File: config.mk
export PLATFORM = sky130hd
export DESIGN_NAME = uart_core_fifo
export DESIGN_NICKNAME = d
export VERILOG_FILES = /design/src/rtl/uart_pkg.sv /design/src/rtl/uart_sync_fifo.sv /design/src/rtl/uart_core_fifo.sv
export SDC_FILE = /design/constraint.sdc
export NUM_CORES = 1
export LEC_CHECK = 0
export ABC_AREA = 1
export CORE_ASPECT_RATIO = 0.75
export CORE_MARGIN = 3
export CORE_UTILIZATION = 50
export CTS_BUF_LIST = sky130_fd_sc_hd__clkbuf_8 sky130_fd_sc_hd__clkbuf_16
export CTS_CLUSTER_DIAMETER = 200
export CTS_CLUSTER_SIZE = 28
export DETAILED_ROUTE_END_ITERATION = 6
export PLACE_DENSITY = 0.67
export SLEW_MARGIN = 5
export SYNTH_ARGS = -nofsm -noshare
export SYNTH_HDL_FRONTEND = slang
export SYNTH_SLANG_ARGS = --single-unit
File: constraint.sdc
create_clock -name Clk -period 22.9 [get_ports Clk]
set_input_delay 2.29 -clock Clk [delete_from_list [all_inputs] [get_ports Clk]]
set_output_delay 2.29 -clock Clk [all_outputs]
set_load 0.02 [all_outputs]
File: src/rtl/uart_pkg.sv
// uart_pkg: shared enums and oversampling constants for the UART core.
package uart_pkg;
    typedef enum logic [1:0] {NONE, EVEN, ODD} parity_e;
    typedef enum logic [2:0] {IDLE, START, DATA, PARITY, STOP} uart_state_e;
    localparam int OVERSAMPLE      = 16;
    localparam int RX_SAMPLE_START = 7;
endpackage

File: src/rtl/uart_sync_fifo.sv
// uart_sync_fifo: register-based FIFO with first-word fall-through head and occupancy count.
module uart_sync_fifo
    import uart_pkg::*;
#(
    parameter int WIDTH = 8,
    parameter int DEPTH = 16
) (
    input  logic                     clk,
    input  logic                     rst,
    input  logic                     push,
    input  logic                     pop,
    input  logic [WIDTH-1:0]         din,
    output logic [WIDTH-1:0]         dout,
    output logic                     full,
    output logic                     empty,
    output logic [$clog2(DEPTH):0]   count
);
    localparam int AW = $clog2(DEPTH);
    logic [WIDTH-1:0] mem [DEPTH];
    logic [AW:0] wp, rp;
    logic do_push, do_pop;
    // A push while full is dropped even when a pop frees a slot in the same cycle.
    assign do_push = push && !full;
    assign do_pop  = pop && !empty;
    assign full    = (wp[AW] != rp[AW]) && (wp[AW-1:0] == rp[AW-1:0]);
    assign empty   = wp == rp;
    assign count   = wp - rp;
    assign dout    = mem[rp[AW-1:0]];
    always_ff @(posedge clk or posedge rst) begin
        if (rst) begin
            wp <= '0;
            rp <= '0;
            for (int i = 0; i < DEPTH; i++) mem[i] <= '0;
        end else begin
            if (do_push) begin
                mem[wp[AW-1:0]] <= din;
                wp <= wp + 1'b1;
            end
            if (do_pop) rp <= rp + 1'b1;
        end
    end
endmodule

File: src/rtl/uart_core_fifo.sv
// uart_core_fifo: full-duplex UART with programmable baud, frame format and TX/RX FIFOs.
// RX is 16x oversampled behind a 2-flop synchroniser; error flags are sticky.
module uart_core_fifo
    import uart_pkg::*;
#(
    parameter int DATA_BITS  = 8,
    parameter int FIFO_DEPTH = 16,
    parameter int PARITY     = 0,
    parameter int STOP_BITS  = 1,
    parameter int DIV_WIDTH  = 16
) (
    input  logic                          Clk,
    input  logic                          Reset,
    input  logic [DIV_WIDTH-1:0]          Baud_div,
    input  logic                          Enable_tx,
    input  logic                          Enable_rx,
    input  logic                          Wr_en,
    input  logic [DATA_BITS-1:0]          Tx_data,
    output logic                          Tx_full,
    output logic [$clog2(FIFO_DEPTH):0]   Tx_count,
    input  logic                          Rd_en,
    output logic [DATA_BITS-1:0]          Rx_data,
    output logic                          Empty,
    output logic [$clog2(FIFO_DEPTH):0]   Rx_count,
    input  logic                          Err_clr,
    output logic                          Parity_error,
    output logic                          Frame_error,
    output logic                          Overrun,
    input  logic                          RX,
    output logic                          TX
);
    localparam int IW = $clog2(DATA_BITS + 1);
    localparam bit HAS_PAR = PARITY != int'(NONE);
    localparam bit ODD_PAR = PARITY == int'(ODD);
    localparam logic [4:0] BIT_LAST  = 5'(OVERSAMPLE - 1);
    localparam logic [4:0] STOP_LAST = 5'(STOP_BITS * OVERSAMPLE - 1);
    localparam logic [4:0] RX_START  = 5'(RX_SAMPLE_START);
    logic [DIV_WIDTH-1:0] div_cnt;
    logic tick;
    assign tick = div_cnt == '0;
    always_ff @(posedge Clk or posedge Reset) begin
        if (Reset) div_cnt <= '0;
        else       div_cnt <= tick ? Baud_div : div_cnt - 1'b1;
    end
    logic [DATA_BITS-1:0] tx_head;
    logic tx_empty, tx_pop;
    uart_sync_fifo #(.WIDTH(DATA_BITS), .DEPTH(FIFO_DEPTH)) u_tx_fifo (
        .clk(Clk), .rst(Reset), .push(Wr_en), .pop(tx_pop), .din(Tx_data),
        .dout(tx_head), .full(Tx_full), .empty(tx_empty), .count(Tx_count)
    );
    uart_state_e tx_state, tx_next;
    logic [4:0] tx_tcnt;
    logic [IW-1:0] tx_idx;
    logic [DATA_BITS-1:0] tx_sh;
    logic tx_par, tx_bit_end;
    assign tx_bit_end = tick && tx_tcnt == (tx_state == STOP ? STOP_LAST : BIT_LAST);
    always_comb begin
        tx_next = tx_state;
        tx_pop  = 1'b0;
        case (tx_state)
            IDLE: if (Enable_tx && !tx_empty) begin
                tx_pop  = 1'b1;
                tx_next = START;
            end
            START: if (tx_bit_end) tx_next = DATA;
            DATA: if (tx_bit_end && tx_idx == IW'(DATA_BITS - 1)) begin
                if (HAS_PAR) tx_next = uart_pkg::PARITY;
                else         tx_next = STOP;
            end
            uart_pkg::PARITY: if (tx_bit_end) tx_next = STOP;
            // Chain straight into the next start bit so back-to-back frames have no idle gap.
            STOP: if (tx_bit_end) begin
                if (Enable_tx && !tx_empty) begin
                    tx_pop  = 1'b1;
                    tx_next = START;
                end else tx_next = IDLE;
            end
            default: tx_next = IDLE;
        endcase
    end
    always_ff @(posedge Clk or posedge Reset) begin
        if (Reset) begin
            tx_state <= IDLE;
            tx_tcnt  <= '0;
            tx_idx   <= '0;
            tx_sh    <= '0;
            tx_par   <= 1'b0;
        end else begin
            tx_state <= tx_next;
            if (tx_pop) begin
                tx_sh   <= tx_head;
                tx_par  <= ^tx_head ^ ODD_PAR;
                tx_tcnt <= '0;
                tx_idx  <= '0;
            end else if (tick) begin
                tx_tcnt <= tx_bit_end ? '0 : tx_tcnt + 1'b1;
                if (tx_bit_end && tx_state == DATA) begin
                    tx_sh  <= tx_sh >> 1;
                    tx_idx <= tx_idx + 1'b1;
                end
            end
        end
    end
    assign TX = tx_state == START ? 1'b0 :
                tx_state == DATA ? tx_sh[0] :
                tx_state == uart_pkg::PARITY ? tx_par : 1'b1;
    logic rs1, rs2, rs3;
    always_ff @(posedge Clk or posedge Reset) begin
        if (Reset) {rs1, rs2, rs3} <= 3'b111;
        else       {rs1, rs2, rs3} <= {RX, rs1, rs2};
    end
    uart_state_e rx_state, rx_next;
    logic [4:0] rx_tcnt;
    logic [IW-1:0] rx_idx;
    logic [DATA_BITS-1:0] rx_sh;
    logic rx_sample, rx_push, rx_full, set_pe, set_fe;
    assign rx_sample = tick && rx_tcnt == (rx_state == START ? RX_START : BIT_LAST);
    always_comb begin
        rx_next = rx_state;
        rx_push = 1'b0;
        set_pe  = 1'b0;
        set_fe  = 1'b0;
        if (!Enable_rx) rx_next = IDLE;
        else case (rx_state)
            IDLE: if (rs3 && !rs2) rx_next = START;
            START: if (rx_sample) begin
                if (rs2) rx_next = IDLE;
                else     rx_next = DATA;
            end
            DATA: if (rx_sample && rx_idx == IW'(DATA_BITS - 1)) begin
                if (HAS_PAR) rx_next = uart_pkg::PARITY;
                else         rx_next = STOP;
            end
            uart_pkg::PARITY: if (rx_sample) begin
                rx_next = STOP;
                set_pe  = rs2 != (^rx_sh ^ ODD_PAR);
            end
            STOP: if (rx_sample) begin
                rx_next = IDLE;
                set_fe  = !rs2;
                rx_push = rs2;
            end
            default: rx_next = IDLE;
        endcase
    end
    always_ff @(posedge Clk or posedge Reset) begin
        if (Reset) begin
            rx_state <= IDLE;
            rx_tcnt  <= '0;
            rx_idx   <= '0;
            rx_sh    <= '0;
        end else begin
            rx_state <= rx_next;
            if (rx_state == IDLE) begin
                rx_tcnt <= '0;
                rx_idx  <= '0;
            end else if (tick) begin
                rx_tcnt <= rx_sample ? '0 : rx_tcnt + 1'b1;
                if (rx_sample && rx_state == DATA) begin
                    rx_sh  <= {rs2, rx_sh[DATA_BITS-1:1]};
                    rx_idx <= rx_idx + 1'b1;
                end
            end
        end
    end
    uart_sync_fifo #(.WIDTH(DATA_BITS), .DEPTH(FIFO_DEPTH)) u_rx_fifo (
        .clk(Clk), .rst(Reset), .push(rx_push), .pop(Rd_en), .din(rx_sh),
        .dout(Rx_data), .full(rx_full), .empty(Empty), .count(Rx_count)
    );
    always_ff @(posedge Clk or posedge Reset) begin
        if (Reset) begin
            Parity_error <= 1'b0;
            Frame_error  <= 1'b0;
            Overrun      <= 1'b0;
        end else begin
            Parity_error <= set_pe | (Parity_error & ~Err_clr);
            Frame_error  <= set_fe | (Frame_error & ~Err_clr);
            Overrun      <= (rx_push & rx_full) | (Overrun & ~Err_clr);
        end
    end
endmodule

; Word level (Yosys, flattened, before mapping)
; Index checks and enable logic that the tools add are counted.
[totals]
reg_bits = 339
in_bits = 32
out_inout_bits = 24
wordCells = 205
[classes]
n_addsub = 11
order_cmp = 6
n_eq_ne = 29
mux = 59
bitwise_logic = 13
n_reduce_logical = 35
[ops]
columns = op, n
row1 = 128-bit bitwise mux, 2
row2 = 8-bit 2-to-1 mux, 9
row3 = 8-bit binary-select mux with 4-bit select, 2
row4 = 8-bit demux with 4-bit select, 2
row5 = 3-bit 2-to-1 mux, 11
row6 = 5-bit by 1-bit adder with 5-bit output (second input constant), 6
row7 = 5-bit 2-to-1 mux, 6
row8 = 3-bit case mux with 5 select lines, 2
row9 = 4-bit 2-to-1 mux, 7
row10 = 5-bit >= comparator (second input constant), 4
row11 = 4-bit NOT with 5-bit output, 4
row12 = 1-bit logical AND, 16
row13 = 16-bit zero test, 1
row14 = 16-bit 2-to-1 mux, 1
row15 = 8-bit parity, 2
row16 = 16-bit by 1-bit subtractor with 16-bit output (second input constant), 1
row17 = 1-bit 2-to-1 mux, 15
row18 = 3-bit != test (second input constant), 5
row19 = 3-bit by 2-bit == test with 1-bit output (second input constant), 4
row20 = 5-bit == test, 2
row21 = 5-bit by 1-bit < comparator with 1-bit output (second input constant), 2
row22 = 2-bit != test (second input constant), 5
row23 = 5-bit AND reduction, 2
row24 = 5-bit subtractor, 2
row25 = other kinds (18), 40

; Longest topological paths before layout
[logic_depth]
ltp_word = 9
ltp_mapped = 18
ltp_nobuf = 17

; Modules after synthesis
; A second synthesis with hierarchy kept.
[unflattened]
cells_unflattened = 2632
area_unflattened_um2 = 19133.4
[by_module_without_submodules]
columns = mod, instances, cells_per_inst, area_per_inst_um2, seq_area_each_um2
row1 = uart_sync_fifo (u_tx_fifo), 1, 1101, 7860.0, 3453.3
row2 = uart_sync_fifo (u_rx_fifo), 1, 1101, 7843.8, 3453.3
row3 = uart_core_fifo, 1, 430, 3429.5, 1580.3

; Worst setup path before layout
; No wires, ideal clock.
[synth_timing]
path_kind = register to output
from = reg u_tx_fifo.rp[1]
to = out Tx_count[3]
arrival_time_ns = 1.793
required_time_ns = 20.610
path_slack_ns = 18.817
path_stages_with_launch = 8
n_path_buf = 2
path_cell_list = dfrtp_1 > clkbuf_1 > inv_1 > buf_1 > ha_1 > nand2_1 > o21ai_0 > xor2_1
[synth_between]
elab_chain_cells = 1
[synth_lines]
columns = element, line
row1 = start: declaration, uart_sync_fifo.sv:20  ; logic [AW:0] wp, rp;
row2 = start signal: assignment, uart_sync_fifo.sv:39  ; if (do_pop) rp <= rp + 1'b1;
row3 = 5-bit subtractor, uart_sync_fifo.sv:27  ; assign count = wp - rp;
row4 = end: declaration, uart_core_fifo.sv:20  ; output logic [$clog2(FIFO_DEPTH):0] Tx_count,
; Every way passes these cells.

; Worst setup path after layout
[layout_timing]
from = reg u_rx_fifo.rp[1]
to = out Rx_count[3]
[layout_between]
elab_chain_cells = 1
[layout_lines]
columns = element, line
row1 = start: declaration, uart_sync_fifo.sv:20
row2 = start signal: assignment, uart_sync_fifo.sv:39
row3 = 5-bit subtractor, uart_sync_fifo.sv:27
row4 = end: declaration, uart_core_fifo.sv:24  ; output logic [$clog2(FIFO_DEPTH):0] Rx_count,
; Every way passes these cells.

==> impl_metrics.csv <==
group,metric,value,unit
worst_setup_path,crit_arrival,3690,ps
sta,tns,0,ps
floorplan,ios,56,
floorplan,die_area,35100,µm²
worst_setup_path,r2r_start,"u_rx_fifo.rp[1]",
pwr,p_switching,659.1,µW
sta,hold_violations,0,
outcome,status,"finished clean",
worst_setup_path,endpoint,"Rx_count[3]",
worst_setup_path,worstPathMaxFanout,35,
sta,fin_worst_skew,39.92,ps
logic_synthesis,synth_top_cell_by_area,"dfrtp_1",
logic_synthesis,syn_inst,2019,
worst_setup_path,r2r_cells,8,
cts,htree_levels,1,
sta,setup_ws,16920,ps
pwr,ir_drop,0.00005397,V
global_routing,gr-total-overflow,0,
worst_setup_path,worst-r2r-setup-slack,18250,ps
sta,holdWs,363.5,ps
drt,first_iter_violations,1503,
cts,cts_tree,"done",
sta,fmax,167.3,MHz
worst_setup_path,r2r-end,"u_rx_fifo.mem[33]",
worst_setup_path,cp-startpoint,"u_rx_fifo.rp[1]",
cts,cts_buffers,16,
cells_and_area,fillers,2970,
sta,finalSetupViolations,0,
pwr,p_seq_share,47.2,%
logic_synthesis,ys_seq_area_share,51.64,%
cts,clock_sinks,339,
drt,vias,13350,
global_routing,grt_use_met2,33.42,%
sta,finalCriticalPeriod,5978,ps
cts,cts_hold_buf,0,
logic_synthesis,synth_area,16430,µm²
global_routing,grt_max_degree,123,
hold_path,hold_path.class,"flop to flop",
pwr,intPower,1.077,mW
sta,grt_setup_unrepaired,"false",
worst_setup_path,cp-start-kind,"flop",
logic_synthesis,synth_seq_cells,339,
cts,cts_resized,0,
drt,post-route-drc-count,0,
worst_setup_path,crit_required,20610,ps
drt,viasPerCell,5.475,
global_routing,grt_pass1_vias,12550,
floorplan,core_area,31810,µm²
drt,wire_per_inst,17.47,µm
pwr,p_sw_share,37.97,%
worst_setup_path,crit_path_end_kind,"output port",
pwr,pwr-share-comb,33.7,%
sta,finalMaxSlewViolations,0,
flow_run,maxCapViolCount,0,
cts,clock_latency,540,ps
place,dpl.hpwl,28810,µm
floorplan,die_width,215.3,µm
logic_synthesis,post-synth-top-area-fraction,51.16,%
place,portBuffers,55,
logic_synthesis,synth_cell_type_count,41,
logic_synthesis,synthTopCellsByArea,"dfrtp_1, nand2_1, o21ai_0, nor2_1, inv_1",
sta,slew_headroom,24.82,%
cts,cts_setup_buffers,0,
hold_path,hold_start,"rs1",
sta,post-route-period-util,26.11,%
pwr,p_clk_share,19.1,%
place,place_ws,17490,ps
pwr,p_per_area,98.53,nW/µm²
cts,clock_path_buffers,3,
cells_and_area,design_area,17620,µm²
drt,finalWirelength,42610,µm
cells_and_area,n_antenna_cell,0,
global_routing,grt_use_total,24.73,%
global_routing,grt.busiest_layer,"met1",
cts,clockRootBuffer,"clkbuf_16",
logic_synthesis,syn-num-nets,2076,
floorplan,start_util,51.66,%
cells_and_area,drive_gt1_share,2.844,%
global_routing,grt_pass1_wl,69720,µm
floorplan,fp.dieH,163.0,µm
pwr,total_power,1.736,mW
cells_and_area,area_growth,7.203,%
global_routing,use_met1,40.55,%
logic_synthesis,avgSynthCellArea,8.139,µm²
global_routing,grt_use_met3,6.005,%
place,place_area,17140,µm²
drt,dr.pass1.iters,5,
logic_synthesis,ys_warn_count,0,
floorplan,rows,56,
global_routing,antenna_found_initial,1,
pwr,power.leakage,8.240,nW
sta,tightest_slew,1124,ps
cells_and_area,nNetsFinal,2053,
place,gp_congestion,0.8350,
drt,antenna_left,0,
worst_setup_path,critPathKind,"flop to output port",
cts,path_clk_slew,110,ps
worst max-delay path, stage by stage (launching register included):
cell             delay [ps]
dfrtp_1                1070
inv_1                   360
buf_4                   330
ha_1                    330
nand2_1                  50
o21ai_0                 220
xor2_1                  170
clkdlybuf4s50_1         620
metal layers:
layer  part of all wire, %  vias up
met2                    39      430
met4                   1.1        2
li1                      -     6515
met1                    51     6372
met3                   8.5       34
met5                 0.031        -
through the flow:
stage	cells	utilization, %
after CTS	2439	55.38
after global placement	2413	53.88
after global routing	2439	55.38
final	2439	55.38
after floorplan	2019	-
after detailed placement	2413	53.88
final cells by class:
class	count	area [µm²]	area share, %
clock buffer	16	400.4	2.273
sequential	339	8489	48.19
multi-input combinational	1416	6884	39.08
timing repair buffer	64	618.1	3.509
tap	435	544.3	3.089
inverter	159	604.3	3.430
clock inverter	10	76.32	0.4332
state kept, by name, summed over array words and instances (netlist names):
signal / cells
rs1: 1
tx_tcnt: 5
rs3: 1
rx_sh: 8
rs2: 1
tx_sh: 8
rx_idx: 4
u_tx_fifo.rp: 5
Parity_error: 1
u_tx_fifo.mem: 128
u_rx_fifo.wp: 5
rx_tcnt: 5
rx_state: 3
u_tx_fifo.wp: 5
u_rx_fifo.mem: 128
tx_par: 1
Overrun: 1
div_cnt: 16
Frame_error: 1
tx_idx: 4
tx_state: 3
u_rx_fifo.rp: 5
synth_stat cells, drive strengths merged:
| master | n |
|---|---|
| a31oi | 2 |
| dfrtp | 336 |
| nor3 | 13 |
| a221oi | 1 |
| o21a | 4 |
| o31ai | 3 |
| fa | 2 |
| xnor2 | 20 |
| or2 | 2 |
| o221ai | 14 |
| clkinv | 3 |
| ha | 23 |
| nand2 | 551 |
| o21ai | 383 |
| buf | 25 |
| xor2 | 25 |
| dfstp | 3 |
| nor2 | 191 |
| nor4 | 2 |
| a211oi | 1 |
| a31o | 1 |
| inv | 156 |
| clkbuf | 80 |
| o211ai | 9 |
| a22oi | 2 |
| o22ai | 25 |
| nand4 | 24 |
| nand3 | 98 |
| a21oi | 20 |
kinds of logic after synthesis:
logic type	after synthesis	synth area share [%]
and+or+nand+nor	881	22.48
DFF	339	51.64
xor gates and xnor gates	45	2.398
AOI/OAI and AO/OA	465	15.02
adders and majority gates	25	1.995
buffers and inverters	264	6.464
how the worst min path moves through the flow:
stage | end | slack [ps] | cells past startpoint
floorplan | rs2 | 350 | 0
global placement | rs2 | 350 | 0
detailed placement | rs2 | 350 | 0
CTS | rs2 | 370 | 0
global route | rs2 | 370 | 0
finish | rs2 | 360 | 0
layout by cell type, fill, tap and decap left out, types with 2 or more instances in the layout:
cell,Yosys,layout
o22ai_1,25,25
xor2_1,25,25
dfstp_2,3,3
clkinv_1,3,4
ha_1,23,23
a31oi_1,2,2
nor3_1,11,11
nand3_2,2,2
a22oi_1,2,2
nand3_1,96,96
o221ai_1,14,14
nor2_2,3,3
nand4_4,8,8
clkbuf_16,0,16
buf_4,2,9
dfrtp_1,336,334
xnor2_1,20,20
nor4_1,2,2
clkdlybuf4s50_1,0,55
nand4_1,16,16
or2_2,2,2
inv_2,4,4
o31ai_1,3,3
o21ai_0,383,383
dfrtp_2,0,2
nand2_1,550,550
inv_1,152,158
a21oi_1,20,20
nor2_1,187,187
o21a_1,4,4
o211ai_1,9,9
fa_1,2,2
power groups by stage:
stage          logic (mW)  registers [mW]  clock network (mW)
2_1_floorplan       0.434           0.784                   0
3_3_place_gp        0.567           0.824                   0
3_5_place_dp        0.581           0.829                   0
4_1_cts             0.583           0.817               0.342
5_1_grt             0.667           0.837               0.364
6_report            0.585           0.820               0.331
Power figures use the tool's default switching activity.
